===== src/rtl/data_packer_pkg.sv =====
// Shared lane-order constants and lane-index helper for the parametrised word packer.
package data_packer_pkg;

  localparam int unsigned LANE_LSB_FIRST = 0;
  localparam int unsigned LANE_MSB_FIRST = 1;

  // Physical lane that receives the count-th word of a beat.
  function automatic int unsigned lane_index(input int unsigned count,
                                             input int unsigned order,
                                             input int unsigned ratio);
    return (order == LANE_MSB_FIRST) ? (ratio - 1 - count) : count;
  endfunction

endpackage


===== src/rtl/packer_out_stage.sv =====
// Single valid/ready output register: loads a new beat, holds it under backpressure.
module packer_out_stage
  import data_packer_pkg::*;
#(
  parameter int unsigned Width = 8
) (
  input  logic             clk_i,
  input  logic             rst_ni,
  input  logic             load_i,
  input  logic [Width-1:0] data_i,
  input  logic             ready_i,
  output logic             free_o,
  output logic             valid_o,
  output logic [Width-1:0] data_o
);

  logic             valid_q, valid_d;
  logic [Width-1:0] data_q, data_d;

  always_comb begin
    valid_d = valid_q;
    data_d  = data_q;
    if (valid_q && ready_i) valid_d = 1'b0;
    if (load_i) begin
      valid_d = 1'b1;
      data_d  = data_i;
    end
  end

  always_ff @(posedge clk_i or negedge rst_ni) begin
    if (!rst_ni) begin
      valid_q <= 1'b0;
      data_q  <= '0;
    end else begin
      valid_q <= valid_d;
      data_q  <= data_d;
    end
  end

  assign free_o  = !valid_q || ready_i;
  assign valid_o = valid_q;
  assign data_o  = data_q;

endmodule


===== src/rtl/data_packer_param.sv =====
// Packs RATIO FIFO words into one OUT_W beat with flush of partial beats.
// Optional PACKER_STATS_EN adds beat_cnt/stall_cnt handshake counters.
module data_packer_param
  import data_packer_pkg::*;
#(
  parameter  int unsigned IN_W      = 16,
  parameter  int unsigned RATIO     = 8,
  parameter  int unsigned MSB_FIRST = LANE_LSB_FIRST,
  localparam int unsigned OUT_W     = IN_W * RATIO,
  localparam int unsigned CNT_W     = $clog2(RATIO + 1)
) (
  input  logic             clk,
  input  logic             rst_n,
  input  logic             empty,
  input  logic [IN_W-1:0]  data_in,
  output logic             enable,
  input  logic             flush,
  output logic             valid,
  input  logic             ready,
  output logic [OUT_W-1:0] data_out,
  output logic [CNT_W-1:0] lanes
`ifdef PACKER_STATS_EN
  ,
  output logic [31:0]      beat_cnt,
  output logic [31:0]      stall_cnt
`endif
);

  localparam logic [CNT_W:0]   RatioOcc = (CNT_W + 1)'(RATIO);
  localparam logic [CNT_W-1:0] RatioCnt = CNT_W'(RATIO);

  logic [CNT_W-1:0] cnt_q, cnt_d, cnt_cap;
  logic             pend_q, pend_d;
  logic             freq_q, freq_d;
  logic [OUT_W-1:0] buf_q, buf_d, merged;
  logic [CNT_W:0]   occ;
  logic             full, flush_go, load, out_free;
  int unsigned      lane;

  always_comb begin
    occ    = {1'b0, cnt_q} + {{CNT_W{1'b0}}, pend_q};
    // Only read when a lane is free for the word that comes back next cycle.
    enable = rst_n && !empty && !freq_q && (occ < RatioOcc);

    lane   = lane_index(32'(cnt_q), MSB_FIRST, RATIO);
    merged = buf_q;
    for (int unsigned i = 0; i < RATIO; i++) begin
      if (pend_q && (i == lane)) merged[i*IN_W +: IN_W] = data_in;
    end
    cnt_cap  = cnt_q + {{(CNT_W-1){1'b0}}, pend_q};

    full     = (cnt_cap == RatioCnt);
    flush_go = freq_q && !pend_q && (cnt_q != '0);
    load     = out_free && (full || flush_go);

    pend_d = enable;
    if (load) begin
      cnt_d  = '0;
      buf_d  = '0;
      freq_d = 1'b0;
    end else begin
      cnt_d  = cnt_cap;
      buf_d  = merged;
      // A request with nothing buffered or in flight retires without a beat.
      freq_d = freq_q ? !((cnt_q == '0) && !pend_q) : flush;
    end
  end

  always_ff @(posedge clk or negedge rst_n) begin
    if (!rst_n) begin
      cnt_q  <= '0;
      pend_q <= 1'b0;
      freq_q <= 1'b0;
      buf_q  <= '0;
    end else begin
      cnt_q  <= cnt_d;
      pend_q <= pend_d;
      freq_q <= freq_d;
      buf_q  <= buf_d;
    end
  end

  packer_out_stage #(
    .Width (OUT_W + CNT_W)
  ) u_out_stage (
    .clk_i   (clk),
    .rst_ni  (rst_n),
    .load_i  (load),
    .data_i  ({cnt_cap, merged}),
    .ready_i (ready),
    .free_o  (out_free),
    .valid_o (valid),
    .data_o  ({lanes, data_out})
  );

`ifdef PACKER_STATS_EN
  logic [31:0] beat_cnt_q, beat_cnt_d, stall_cnt_q, stall_cnt_d;

  always_comb begin
    beat_cnt_d  = beat_cnt_q;
    stall_cnt_d = stall_cnt_q;
    if (valid && ready)  beat_cnt_d  = beat_cnt_q + 32'd1;
    if (valid && !ready) stall_cnt_d = stall_cnt_q + 32'd1;
  end

  always_ff @(posedge clk or negedge rst_n) begin
    if (!rst_n) begin
      beat_cnt_q  <= '0;
      stall_cnt_q <= '0;
    end else begin
      beat_cnt_q  <= beat_cnt_d;
      stall_cnt_q <= stall_cnt_d;
    end
  end

  assign beat_cnt  = beat_cnt_q;
  assign stall_cnt = stall_cnt_q;
`endif

endmodule


===== config.mk =====
export PLATFORM = sky130hd
export DESIGN_NAME = data_packer_param
export DESIGN_NICKNAME = d
export VERILOG_FILES = /design/src/rtl/data_packer_pkg.sv /design/src/rtl/packer_out_stage.sv /design/src/rtl/data_packer_param.sv
export SDC_FILE = /design/constraint.sdc
export NUM_CORES = 1
export LEC_CHECK = 0
export BUFFER_PORTS_ARGS = -buffer_cell sky130_fd_sc_hd__buf_2
export CORE_ASPECT_RATIO = 2
export CORE_UTILIZATION = 57
export DETAILED_ROUTE_END_ITERATION = 12
export GPL_ROUTABILITY_DRIVEN = 1
export PLACE_DENSITY_LB_ADDON = 0.15
export REMOVE_ABC_BUFFERS = 1
export SYNTH_ARGS = -nofsm -noshare
export SYNTH_HDL_FRONTEND = slang
export SYNTH_SLANG_ARGS = --single-unit

===== constraint.sdc =====
create_clock -name clk -period 2.8 [get_ports clk]
set_clock_uncertainty 0.15 [all_clocks]
set_input_delay 0.14 -clock clk [delete_from_list [all_inputs] [get_ports clk]]
set_output_delay 0.14 -clock clk [all_outputs]
set_load 0.02 [all_outputs]

==> impl_metrics.ini, run 1 <==
[run_status]
outcome = finished, final reports clean

[global_routing]
grt_max_degree = 141
grt_overflow_total = 0
grt_pass1_vias = 7386
grt_pass1_wl_mm = 39.5
grt.total_usage_pct = 25.7
antenna_found_initial = 0

[yosys]
synth_area_um2 = 10900
yosysSeqAreaShare_pct = 61.3
synthTopCellsByArea = dfrtp_1 61%, mux2i_1 12%, a21oi_1 8.7%, a21oi_2 5.6%, nor2_1 4.3%
ys_seq_elements = 267
synth_top_area_cell = dfrtp_1
yosysWarnings = 0
synthCells = 913
yosys.area.top_type_share_pct = 61.3
synth_cell_types = 31
avgSynthCellArea_um2 = 11.9

[worst_setup_path]
required_ns = 3.05
worstReg2RegEnd = u_out_stage.data_o[128]
r2r_slack_ns = 0.19
path_class = register to register
end_kind = register
critical_path_arrival_ns = 2.86
rr_startpoint = pend_q
cp_max_fo = 105
reg2reg_depth = 8
worstSetupStartpointType = register

[routing]
met2_length_mm = 12.7
wl_per_cell_um = 18.6
wl_met1_mm = 10.3
drcViolationCount = 0
firstDrtPassIters = 4
viasPerCell = 5.51
routed_wl_mm = 24.6
first_iter_violations = 290
maxUsedRoutingLayer = met4
ant_nets = 0
vias = 7293
wl_met3_um = 891

[final_layout]
drive_gt1_share_pct = 28.8
n_fill_cell = 1470
antenna_cells = 0
multi_input_area_um2 = 3770
seqCellArea_um2 = 6680
synthToLayoutAreaGrowth_pct = 17.4
nNetsFinal = 1079
stdcell_area_um2 = 12800

[clock_network]
h-tree-depth = 1
tritoncts = built
post_cts_buffers = 0
clock_latency_ns = 0.51
numCtsBuffers = 22
max-clock-path-buffers = 3
cts-root-buf = clkbuf_16
clkTransAtPathRegs_ns = 0.07
clkSinkCount = 267

[sta]
max_freq_mhz = 383
finalSetupViolCount = 0
tightest_slew_ns = 0.825
rsz0062_at_grt = no
hold_viol = 0
fin_crit_sh_pct = 93.2
drv_slew = 0
slew_headroom_pct = 45.0
whs_ns = 0.0462
fin_crit_ns = 2.61

[power]
power_density_nw_per_um2 = 1220
leakage_uw = 0.00611
ir_drop_uv = 855

[place]
gp_congestion = 0.825
post_dp_cell_area_um2 = 11900
dp_hpwl_mm = 15.3
io_buffers = 154

[die]
die_w_um = 99.8
dieHeight_um = 198
dieArea_um2 = 19700
num_rows = 71
start_util_pct = 58.1
pin_count = 155
core_area_um2 = 18700

[flow_run]
drv_cap = 0

[min_path]
min_path_type = primary input to async pin
## where the power goes
part           internal (µW)  leakage, µW  switching (µW)
logic                   2310      0.00235            4350
registers               5260      0.00343             745
clock network           1640     0.000337            1330
## layout by cell type (no fill, tap or decap), drive strengths merged, types with 3 or more instances in the layout
cell / count
dfrtp: 267
a21oi: 260
buf: 183
nor2: 140
mux2i: 129
clkbuf: 31
dlygate4sd3: 20
clkinv: 5
nand2b: 5
nand2: 4
and2: 3
## flip-flops by register name, indices dropped and copies added, names as in the netlist
register / flops
freq_q: 1
u_out_stage.valid_o: 1
u_out_stage.data_o: 132
buf_q: 128
cnt_q: 4
pend_q: 1
## critical path, stage by stage (launching register included)
cell       delay (ns)
dfrtp_1          0.45
ha_1             0.23
ha_1             0.22
xnor2_2          0.21
nand2_1          0.14
o21ai_4          0.21
clkbuf_16        0.40
nand2_1          0.19
a32o_1           0.23
## per-layer routing
metal / GRT usage, % / up-vias
li1: - / 3408
met1: 34.7 / 3666
met3: 2.37 / 48
met2: 43.6 / 171
met5: 0 / -
met4: 8.50 / 0
## cell usage after synthesis
| master | n |
|---|---|
| dfrtp_1 | 267 |
| a21oi_1 | 190 |
| mux2i_1 | 129 |
| nor2_1 | 126 |
| a21oi_2 | 70 |
| clkbuf_1 | 45 |
| buf_6 | 23 |
| buf_2 | 10 |
| nor2_4 | 10 |
| buf_1 | 7 |
| nand2b_1 | 5 |
| nand2_1 | 4 |
| nor2_2 | 4 |
| and2_1 | 3 |
| a32o_1 | 2 |
| ha_1 | 2 |
| nor3_2 | 2 |
| a211oi_1 | 1 |
| and3_1 | 1 |
| and3b_1 | 1 |
| nand3_1 | 1 |
| nand3b_1 | 1 |
| nand3b_4 | 1 |
| nand4_1 | 1 |
| nor2b_1 | 1 |
| o21ai_0 | 1 |
| o21ai_2 | 1 |
| or2_2 | 1 |
| or4_4 | 1 |
| xnor2_1 | 1 |
| xor2_1 | 1 |
## logic make-up after synthesis
family	count (synthesis)	share of synthesized area, %
buf+inv	85	4.63
xor+xnor	2	0.161
flops	267	61.3
simple gates	163	7.10
fa+ha+maj	2	0.230
mux	129	11.8
compound gates	265	14.7
## how the worst max path moves through the flow
stage                        start                       to  slack (ns)
after floorplan           cnt_q[0]  u_out_stage.data_o[130]       -7.60
after CTS                   pend_q  u_out_stage.data_o[128]        0.12
after detailed placement    pend_q  u_out_stage.data_o[128]        0.13
final                       pend_q  u_out_stage.data_o[128]        0.19
after global placement      pend_q  u_out_stage.data_o[128]        0.23
after global routing        pend_q  u_out_stage.data_o[129]        0.06
## through the flow
stage          total power (µW)   TNS, ns  utilization, %  setup slack [ns]  instances
5_1_grt                   16600         0            68.3            0.0555       1323
4_1_cts                   15800         0            68.2             0.122       1323
6_report                  15600         0            68.3             0.191       1323
3_5_place_dp              12800         0            63.4             0.126       1266
2_1_floorplan              9650  -1917.88               -             -7.60        828
3_3_place_gp              12600         0            63.4             0.231       1266
## final cells by class
class / count / share of cell area (%)
clock buffers: 30 / 4.86
clock inverters: 6 / 0.430
multi-input cells: 561 / 29.5
flip-flops and latches: 267 / 52.2
well taps: 255 / 2.49
repair buffers: 204 / 10.5
## timing repair
item / 4_1_cts / 5_1_grt
hold buffers: 21 / 0
hold endpoints to repair: 506 / 0
setup endpoints to repair: 0 / 4
gates resized for setup: 0 / 3
No activity file was read; power rests on OpenSTA's default activity.
==> inputs of run 2 (changes only) <==
- ABC_AREA: not set -> 1
- CORE_UTILIZATION: 57 -> 35
==> impl_metrics.ini, run 2 <==
[run_status]
outcome = finished, final reports clean

[routing]
firstDrtPassIters = 4
vias = 8825
first_iter_violations = 515
ant_nets = 0
wl_per_cell_um = 16.2
routed_wl_mm = 30.4
viasPerCell = 4.71
drcViolationCount = 0

[sta]
hold_viol = 0
drv_slew = 0
rsz0062_at_grt = no
fin_crit_sh_pct = 88.8
fin_setup_tns_ns = 0
finalSetupViolCount = 0
fin_crit_ns = 2.49
slew_headroom_pct = 39.1
fin_ws_ns = 0.313
tightest_slew_ns = 0.914
max_freq_mhz = 402

[yosys]
netlist_top_cells_count = 575 x nand2_1, 267 x dfrtp_1, 138 x nand3_1, 79 x a21boi_0, 52 x clkbuf_1
synth_edf_count = 0
avgSynthCellArea_um2 = 8.74
yosys.area.top_type_share_pct = 59.0
synth-async-reset-ratio_pct = 100
yosysMostFrequentCell = nand2_1
synthTopCellsByArea = dfrtp_1 59%, nand2_1 19%, nand3_1 6.1%, a21boi_0 5.2%, and2_1 2.7%
synth-main-ff-cell = dfrtp_1
synth_top_area_cell = dfrtp_1
ys_seq_elements = 267
yosysWarnings = 0
yosysSeqAreaShare_pct = 59.0
synthCells = 1294
synth_cell_types = 19
synth_area_um2 = 11300

[clock_network]
clock_latency_ns = 0.54
clkTransAtPathRegs_ns = 0.07
max-clock-path-buffers = 3
tritoncts = built
clkSinkCount = 267
cts-root-buf = clkbuf_16
post_cts_buffers = 0
h-tree-depth = 1
numCtsBuffers = 25

[worst_setup_path]
startpoint = pend_q
end_kind = output port
rr_startpoint = pend_q
required_ns = 2.51
cp_max_fo = 8
path_class = register to output port
worstSetupStartpointType = register
critical_path_arrival_ns = 2.20

[min_path]
min_path_type = primary input to async pin

[power]
p_total_uw = 13400
p_comb_share_pct = 33.6
power_switching_uw = 5110
leakage_uw = 0.00756
switching_share_pct = 38.2
ir_drop_uv = 811
power_density_nw_per_um2 = 985
seq_power_share_pct = 39.5
p_clk_share_pct = 26.9
intPower_uw = 8270

[die]
num_rows = 92
die_w_um = 129
pin_count = 155
dieArea_um2 = 33100
core_area_um2 = 31700
dieHeight_um = 256
start_util_pct = 35.7

[final_layout]
nNetsFinal = 1455
drive_gt1_share_pct = 15.6
largest_reg_flops = 132
antenna_cells = 0
stdcell_count = 1872
final_cell_mix = 573 x nand2_1, 267 x dfrtp_1, 153 x buf_2
final_common_cell = nand2_1
synthToLayoutAreaGrowth_pct = 20.1

[global_routing]
grt.total_usage_pct = 19.0
grt_pass1_vias = 8665
grt_pass1_wl_mm = 48.7
grt_max_degree = 156
antenna_found_initial = 0
grt_overflow_total = 0

[place]
gp_congestion = 0.758
io_buffers = 154
dp_slack_ns = 0.424
dp_hpwl_mm = 18.9
numPlacedInstances = 1807

[flow_run]
drv_cap = 0
==> run 2: cell types whose count changed in the layout (fill, tap and decap cells not counted), sizes merged, moves of 4 or more <==
cell / previous run / this run
nor2: 140 / 10
nand3: 1 / 138
clkbuf: 31 / 35
buf: 183 / 177
inv: 0 / 30
and2: 3 / 48
a21oi: 260 / 3
a21boi: 0 / 82
nand2b: 5 / 0
o21ai: 2 / 48
nand2: 4 / 576
mux2i: 129 / 0
==> run 2: metal layers <==
layer	global-route usage, %	vias up	share of wire (%)
li1	-	4391	-
met1	24.2	4256	43
met2	33.9	148	52
met3	1.79	30	3.2
met4	5.13	0	1.8
met5	0	-	0
==> run 2: final cells by class <==
class                   count  area [µm²]
clock buffers              35         733
repair buffers            197        1250
multi-input cells         911        4150
inverters                  30         113
clock inverters             9         126
fillers                  3280       18100
well taps                 423         529
flip-flops and latches    267        6680
==> run 2: path summary, 6_finish.rpt <==
path	end	slack (ns)	cells past startpoint
worst max-delay path	enable	0.31	6
max in group asynchronous	u_out_stage.data_o[3]	1.58	3
worst min-delay path	u_out_stage.data_o[96]	0.02	3
worst max register to register	u_out_stage.data_o[11]	0.39	10
min in group clk	u_out_stage.data_o[50]	0.31	2
worst min register to register	u_out_stage.data_o[50]	0.31	2
==> run 2: what timing repair did <==
action,CTS,global route
hold endpoints to repair,305,0
setup endpoints to repair,0,0
hold buffers,21,0
resized for setup,0,0
==> run 2: stage by stage <==
step | utilization (%) | hold slack (ns) | area, µm²
2_1_floorplan | - | -0.306 | 10900
3_3_place_gp | 39.5 | -0.0946 | 12500
3_5_place_dp | 39.5 | -0.0889 | 12500
4_1_cts | 42.9 | 0.0190 | 13600
5_1_grt | 42.9 | 0.0334 | 13600
6_report | 42.9 | 0.0209 | 13600
==> run 2: cell families after synthesis <==
logic type	Yosys count	synth area share, %
DFF	267	59.0
buffers and inverters	116	4.56
and+or+nand+nor	775	28.4
AOI/OAI and AO/OA	134	7.75
adders and majority gates	2	0.221
==> run 2: power by group through the flow <==
stage               clock network (µW)  logic, µW  registers (µW)
global placement                     0       4490            5370
detailed placement                   0       4540            5370
floorplan                            0       1760            6400
finish                            3600       4490            5290
global route                      3850       5030            5410
CTS                               3710       4580            5310
==> run 2: worst max-delay path, cell delays in order (launching register included) <==
cell	delay, ns
dfrtp_1	0.45
ha_1	0.25
ha_1	0.21
inv_1	0.07
nor3_1	0.05
nor3_1	0.38
buf_2	0.25
